File: config.mk
export PLATFORM = sky130hd
export DESIGN_NAME = lif_neuron
export DESIGN_NICKNAME = d
export VERILOG_FILES = /design/src/rtl/lif_neuron.sv
export SDC_FILE = /design/constraint.sdc
export NUM_CORES = 1
export LEC_CHECK = 0
export CORE_ASPECT_RATIO = 1.75
export CORE_MARGIN = 2
export CORE_UTILIZATION = 48
export CTS_CLUSTER_SIZE = 14
export DETAILED_ROUTE_END_ITERATION = 12
export GPL_TIMING_DRIVEN = 0
export PLACE_DENSITY = 0.78
export SYNTH_ARGS = -nofsm -noshare
export SYNTH_HDL_FRONTEND = slang
export SYNTH_SLANG_ARGS = --single-unit
File: constraint.sdc
create_clock -name clk -period 5.22 [get_ports clk]
set_clock_uncertainty 0.15 [all_clocks]
set_input_delay 0.783 -clock clk [delete_from_list [all_inputs] [get_ports clk]]
set_output_delay 0.783 -clock clk [all_outputs]
set_load 0.02 [all_outputs]
File: src/rtl/lif_neuron.sv
// lif_neuron -- leaky integrate-and-fire neuron fed by the mac block.
//
// Each accepted weighted sum is one time step. On that step the membrane
// potential leaks by vmem >> LEAK_SHIFT, the sum is added with saturation,
// and the neuron fires (one-cycle spike, potential cleared) when the result
// reaches thresh.
//
// Optional feature macro: LIF_REFRACTORY_EN
//   defined   -> after a spike the neuron spends REFRAC_CYCLES cycles in a
//                refractory state with in_ready low (back-pressures mac).
//   undefined -> no refractory state; refrac is tied low and REFRAC_CYCLES
//                is ignored.
//
// Ports
//   clk          rising-edge clock
//   rst          synchronous, active-high reset
//   sum_valid    sum is valid this cycle
//   sum          weighted spike sum from mac (unsigned, zero-extended)
//   thresh       firing threshold, compared on every transfer (not latched)
//   in_ready     neuron accepts sum this cycle (combinational)
//   spike        one-cycle output spike
//   vmem         registered membrane potential
//   refrac       neuron is refractory
//   spike_count  spikes since reset, wraps at 2^16
module lif_neuron #(
   parameter int SUM_W         = 21,
   parameter int VMEM_W        = 24,
   parameter int LEAK_SHIFT    = 3,
   parameter int REFRAC_CYCLES = 4
) (
   input  logic              clk,
   input  logic              rst,
   input  logic              sum_valid,
   input  logic [SUM_W-1:0]  sum,
   input  logic [VMEM_W-1:0] thresh,
   output logic              in_ready,
   output logic              spike,
   output logic [VMEM_W-1:0] vmem,
   output logic              refrac,
   output logic [15:0]       spike_count
);

   logic [VMEM_W-1:0] vmem_r;
   logic [VMEM_W-1:0] leak_s;
   logic [VMEM_W:0]   v_wide_s;
   logic [VMEM_W-1:0] v_next_s;
   logic              spike_r;
   logic [15:0]       count_r;
   logic              integ_s;
   logic              transfer_s;
   logic              fire_s;

   // Leak, add and saturate; one extra bit catches the overflow.
   always_comb begin
      leak_s   = vmem_r >> LEAK_SHIFT;
      v_wide_s = {1'b0, vmem_r} - {1'b0, leak_s}
               + {{(VMEM_W + 1 - SUM_W){1'b0}}, sum};
      if (v_wide_s[VMEM_W]) begin
         v_next_s = {VMEM_W{1'b1}};
      end else begin
         v_next_s = v_wide_s[VMEM_W-1:0];
      end
   end

   assign in_ready   = integ_s && !rst;
   assign transfer_s = sum_valid && in_ready;
   assign fire_s     = transfer_s && (v_next_s >= thresh);

   // Membrane potential, spike pulse and spike counter.
   // The refractory state is only entered on a firing edge, which clears
   // vmem, and no transfer happens there, so vmem stays 0 throughout it.
   always_ff @(posedge clk) begin
      if (rst) begin
         vmem_r  <= {VMEM_W{1'b0}};
         spike_r <= 1'b0;
         count_r <= 16'd0;
      end else begin
         spike_r <= fire_s;
         if (fire_s) begin
            vmem_r  <= {VMEM_W{1'b0}};
            count_r <= count_r + 16'd1;
         end else if (transfer_s) begin
            vmem_r  <= v_next_s;
         end else begin
            vmem_r  <= vmem_r;
         end
      end
   end

`ifdef LIF_REFRACTORY_EN
   localparam int CNT_W = $clog2(REFRAC_CYCLES + 1);

   typedef enum logic [0:0] {
      ST_INTEG  = 1'b0,
      ST_REFRAC = 1'b1
   } state_t;

   state_t           state_r;
   state_t           state_s;
   logic [CNT_W-1:0] cnt_r;
   logic [CNT_W-1:0] cnt_s;
   logic             refrac_r;

   // State register, refractory counter and registered refrac flag.
   always_ff @(posedge clk) begin
      if (rst) begin
         state_r  <= ST_INTEG;
         cnt_r    <= {CNT_W{1'b0}};
         refrac_r <= 1'b0;
      end else begin
         state_r  <= state_s;
         cnt_r    <= cnt_s;
         refrac_r <= (state_s == ST_REFRAC);
      end
   end

   // Next state: a count of 1 means this is the last refractory cycle.
   always_comb begin
      state_s = state_r;
      cnt_s   = cnt_r;
      case (state_r)
         ST_INTEG: begin
            if (fire_s) begin
               state_s = ST_REFRAC;
               cnt_s   = CNT_W'(REFRAC_CYCLES);
            end else begin
               state_s = ST_INTEG;
            end
         end
         ST_REFRAC: begin
            cnt_s = cnt_r - CNT_W'(1);
            if (cnt_r == CNT_W'(1)) begin
               state_s = ST_INTEG;
            end else begin
               state_s = ST_REFRAC;
            end
         end
         default: begin
            state_s = ST_INTEG;
            cnt_s   = {CNT_W{1'b0}};
         end
      endcase
   end

   // Output decode: inputs are accepted only while integrating.
   always_comb begin
      integ_s = 1'b0;
      case (state_r)
         ST_INTEG:  integ_s = 1'b1;
         ST_REFRAC: integ_s = 1'b0;
         default:   integ_s = 1'b0;
      endcase
   end

   assign refrac = refrac_r;
`else
   assign integ_s = 1'b1;
   assign refrac  = 1'b0;
`endif

   assign vmem        = vmem_r;
   assign spike       = spike_r;
   assign spike_count = count_r;

endmodule

* After elaboration in Yosys (flattened, before gate mapping)
Index checks and enable logic that the tools add are counted.
** Operators by class
- $add $sub $neg :: 3
- $mul :: 0
- Div/mod/pow operators :: 0
- $lt $le $gt $ge :: 1
- Equality and inequality tests :: 0
- Shift-type cells :: 0
- Mux-type cells :: 1
- Bitwise logic cells :: 0
- Reduce and logical (&&, ||, !) cells :: 4
** Operators by type and width (count)
- $add 25x21->25 :: 1
- $sub 24x21->25 :: 1
- $ge 24x24->1 :: 1
- $mux 24 :: 1
- $add 16x1->16 const B :: 1
- $logic_and 1x1->1 :: 2
- $reduce_or 2->1 :: 1
- $logic_not 1->1 :: 1
** Word-level totals
- Register bits :: 41
- Bits in latches :: 0
- Bits in writable memories :: 0
- ROM bits :: 0
- Bits of input ports :: 48
- Output and inout port bits :: 43
- Word-level logic and storage cells :: 12
- Memories kept :: 0

* Depth between registers and ports, before layout
- Depth in word-level cells :: 6
- Depth in mapped cells :: 25
- Depth with buffers taken out :: 20

* Worst setup path before layout
No wires, ideal clock.
- Path type :: input to register
- Start :: input port sum[1]
- End :: register count_r[6], in the netlist spike_count[6]
- Library setup time :: 0.101 ns
- Arrival time :: 4.968 ns
- Path slack :: 0.001 ns
- Cell stages on the path :: 23
- Path buffers :: 4
- Cells stage by stage :: inv_1 fa_1 inv_1 fa_1 a211oi_1 o211ai_1 nand2_1 o21ai_2 o21a_1 buf_2 nand2_4 buf_6 or2b_1 ha_1 a21o_1 a21o_1 a21oi_1 o211ai_1 a211oi_2 buf_4 buf_4 o311ai_0 o41ai_1
** Between the ends
- Cells in the longest elaborated chain, start to end :: 4
** Ends and longest elaborated chain
- start: declaration :: RTL line 34 : input logic [SUM_W-1:0] sum,
- $add 25x21->25 :: RTL line 57 : + {{(VMEM_W + 1 - SUM_W){1'b0}}, sum};
- $mux 24 :: RTL line 58 : if (v_wide_s[VMEM_W]) begin
- net v_next_s[5] :: RTL line 46 : logic [VMEM_W-1:0] v_next_s;
- $ge 24x24->1 :: RTL line 67 : assign fire_s = transfer_s && (v_next_s >= thresh);
- $logic_and 1x1->1 :: RTL line 67
- end signal: assignment :: RTL line 81 : count_r <= count_r + 16'd1;
- end: declaration :: RTL line 48 : logic [15:0] count_r;
The timed path passes the listed nets, and every way through them passes these cells.
A chain may end at the register's enable or synchronous reset.

* Worst setup path in the final report
- Start :: input port sum[1]
- End :: register count_r[7], in the netlist spike_count[7]
Same word-level chain as after synthesis.

==> impl_metrics.json <==
{
  "cp-start-kind": "primary input",
  "cts_buffers": 5,
  "synth_edf_count": 0,
  "antenna_found_initial": 0,
  "area_delta_synth_final_pct": 58.6,
  "hpwl_um": 10900,
  "track_usage_pct": 32.9,
  "viasPerCell": 6.51,
  "cp-startpoint": "sum[1]",
  "yosysTopAreaCellShare_pct": 17.9,
  "synth_area_leaders": "dfxtp_1 18%, ha_1 14%, fa_1 9.2%, inv_1 9.1%, a211oi_1 4.8%",
  "grt_pass1_vias": 5510,
  "fmax_mhz": 175,
  "die_area_um2": 10400,
  "clockBufferDepth": 2,
  "reg2reg_from": "vmem[1]$_SDFFE_PP0P_",
  "fp.coreArea_um2": 9350,
  "post_route_cells_drive_above_1_share_pct": 35.0,
  "h-tree-depth": 2,
  "slew_headroom_pct": 40.0,
  "hold_viol_final": 0,
  "port_buffers": 89,
  "synth_top_area_cell": "dfxtp_1",
  "synth_ff_type": "dfxtp_1",
  "synth_warnings": 0,
  "crit_path_end_kind": "flip-flop",
  "crit_required_ns": 5.30,
  "async_flop_share_pct": 0,
  "rows": 47,
  "crit_type": "in2reg",
  "crit_fanout": 5,
  "ios": 91,
  "postSynthAreaPerCell_um2": 8.10,
  "outcome": "finished, violations left",
  "worstRegToRegCells": 19,
  "grt.busiest_layer": "met2",
  "met1_usage_pct": 32.5,
  "drt_first_iter_violations": 593,
  "worstHoldPathType": "reg2reg",
  "tightest_slew_ns": 0.900,
  "die_h_um": 133,
  "hold_path_depth": 1,
  "die_w_um": 77.8,
  "avgRoutedWirePerCell_um": 23.1,
  "ant_nets": 0,
  "setup_violations": 41,
  "diodes": 0,
  "setup_ws_ns": -0.510,
  "cap_viol_max_count": 0,
  "via_count": 5512,
  "clk_pin_slew_ns": 0.07,
  "ys_types": 67,
  "drv_slew": 0,
  "clock_latency_ns": 0.30,
  "nets": 843,
  "met3_usage_pct": 4.88,
  "cts_tree": "done",
  "clockRootBuffer": "clkbuf_16",
  "routed_wl_um": 19600,
  "period_needed_ns": 5.73,
  "synth_nets": 684,
  "hold_start": "spike_count[0]$_SDFFE_PP0P_",
  "gp_congestion": 1.01,
  "final.period_utilization_pct": 110,
  "grt_overflow": 0,
  "violations": "setup timing",
  "yosysSeqAreaShare_pct": 17.9,
  "syn-instance-count": 565,
  "rsz0062_at_grt": "yes",
  "drt_pass1_iterations": 5,
  "drc": 0,
  "fin_util_pct": 77.6,
  "met2_usage_pct": 61.2,
  "syn_area_um2": 4570,
  "initial_core_util_pct": 48.9,
  "grt_pass1_wl_um": 27100,
  "grt_max_degree": 14,
  "arrival_ns": 5.81,
  "ys_ff_latch": 41,
  "cts_sinks": 41
}
-- layer usage --
layer  up-vias  share of wire [%]  wire [um]
li1       2334                  -          -
met1      2633                 33       6420
met2       387                 51      10100
met3       158                6.3       1240
met4         0                9.6       1890
met5         -                  0          0
-- kinds of logic (layout without fill, tap and decap cells) --
logic type,count (synthesis),after routing,synth area share [%]
other,1,1,0.0820
AOI/OAI and AO/OA,172,172,27.8
xor gates and xnor gates,17,17,3.25
DFF,41,41,17.9
adders and majority gates,71,71,22.9
buffers and inverters,135,295,12.4
muxes,2,2,0.438
and+or+nand+nor,126,126,15.3
-- final timing paths --
path,endpoint,slack [ns]
setup / recovery,spike_count[7]$_SDFFE_PP0P_,-0.51
hold reg to reg,spike_count[0]$_SDFFE_PP0P_,0.38
setup reg to reg,spike_count[7]$_SDFFE_PP0P_,-0.45
hold / removal,spike_count[0]$_SDFFE_PP0P_,0.38
-- area by class of cell --
class / count / area, um2
flip-flops and latches: 41 / 821
fillers: 551 / 2090
repair buffers: 155 / 1430
clock buffers: 6 / 129
inverters: 112 / 420
multi-input cells: 389 / 4120
plain buffers: 20 / 175
clock inverters: 2 / 15.0
well taps: 122 / 153
-- flip-flops by register name, summed over array words and instances (netlist names) --
register	flops
vmem	24
spike_count	16
spike	1
-- synth_stat cells, types with 5 or more instances --
cell type / n
a211oi_1: 29
a21o_1: 20
a21oi_1: 35
a221oi_1: 6
a31oi_1: 7
and3_1: 9
buf_2: 9
buf_4: 5
clkbuf_1: 5
dfxtp_1: 41
fa_1: 21
ha_1: 50
inv_1: 111
nand2_1: 31
nand2b_1: 6
nand3_1: 10
nand4_1: 12
nor2_1: 17
o211ai_1: 10
o21ai_0: 17
o31ai_1: 9
or2b_1: 10
or4_1: 10
xnor2_1: 7
xor2_1: 10
-- worst max-delay path, cell delays in order --
cell	delay, ns
buf_6	0.07
inv_2	0.03
fa_1	0.51
inv_2	0.06
fa_2	0.39
a211oi_4	0.29
o211ai_1	0.22
buf_4	0.20
a2111oi_4	0.42
nor4bb_2	0.12
or3_1	0.36
a22oi_2	0.21
inv_2	0.07
ha_4	0.26
nand4_1	0.32
a2111oi_4	0.47
a211oi_4	0.17
buf_6	0.17
or4_4	0.51
a21oi_2	0.16
-- repair_timing --
item | CTS | global route
cloned | 5 | 1
hold endpoints to repair | 0 | 0
resized for setup | 169 | 95
buffers inserted | 40 | 20
setup endpoints to repair | 41 | 41
pin swaps | 99 | 93
hold buffers | 0 | 0
-- layout by cell type (no fill, tap or decap), drive strengths merged, types with 12 or more instances in the layout --
cell type and instances:
clkdlybuf4s50 69, nand4 12, nand2 32, nor2 17
o21ai 19, a211oi 31, inv 111, a21o 20
ha 50, dfxtp 41, buf 81, fa 21
a21oi 36, clkbuf 17
-- per-stage QoR --
| step | area (um2) | hold WS [ns] | setup TNS, ns | instances | setup WS, ns |
|---|---|---|---|---|---|
| final | 7260 | 0.380 | -13.62 | 847 | -0.510 |
| after detailed placement | 5620 | 0.349 | -50.12 | 776 | -1.32 |
| after CTS | 6750 | 0.379 | -0.287 | 826 | -0.0554 |
| after global placement | 5620 | 0.309 | -47.78 | 776 | -1.22 |
| after floorplan | 4570 | 0.413 | 0 | 565 | 0.000924 |
| after global routing | 7260 | 0.394 | -19.81 | 847 | -0.653 |
Power is not shown: default switching activity piles up to over one toggle a cycle in this logic, so the estimate is an artifact.
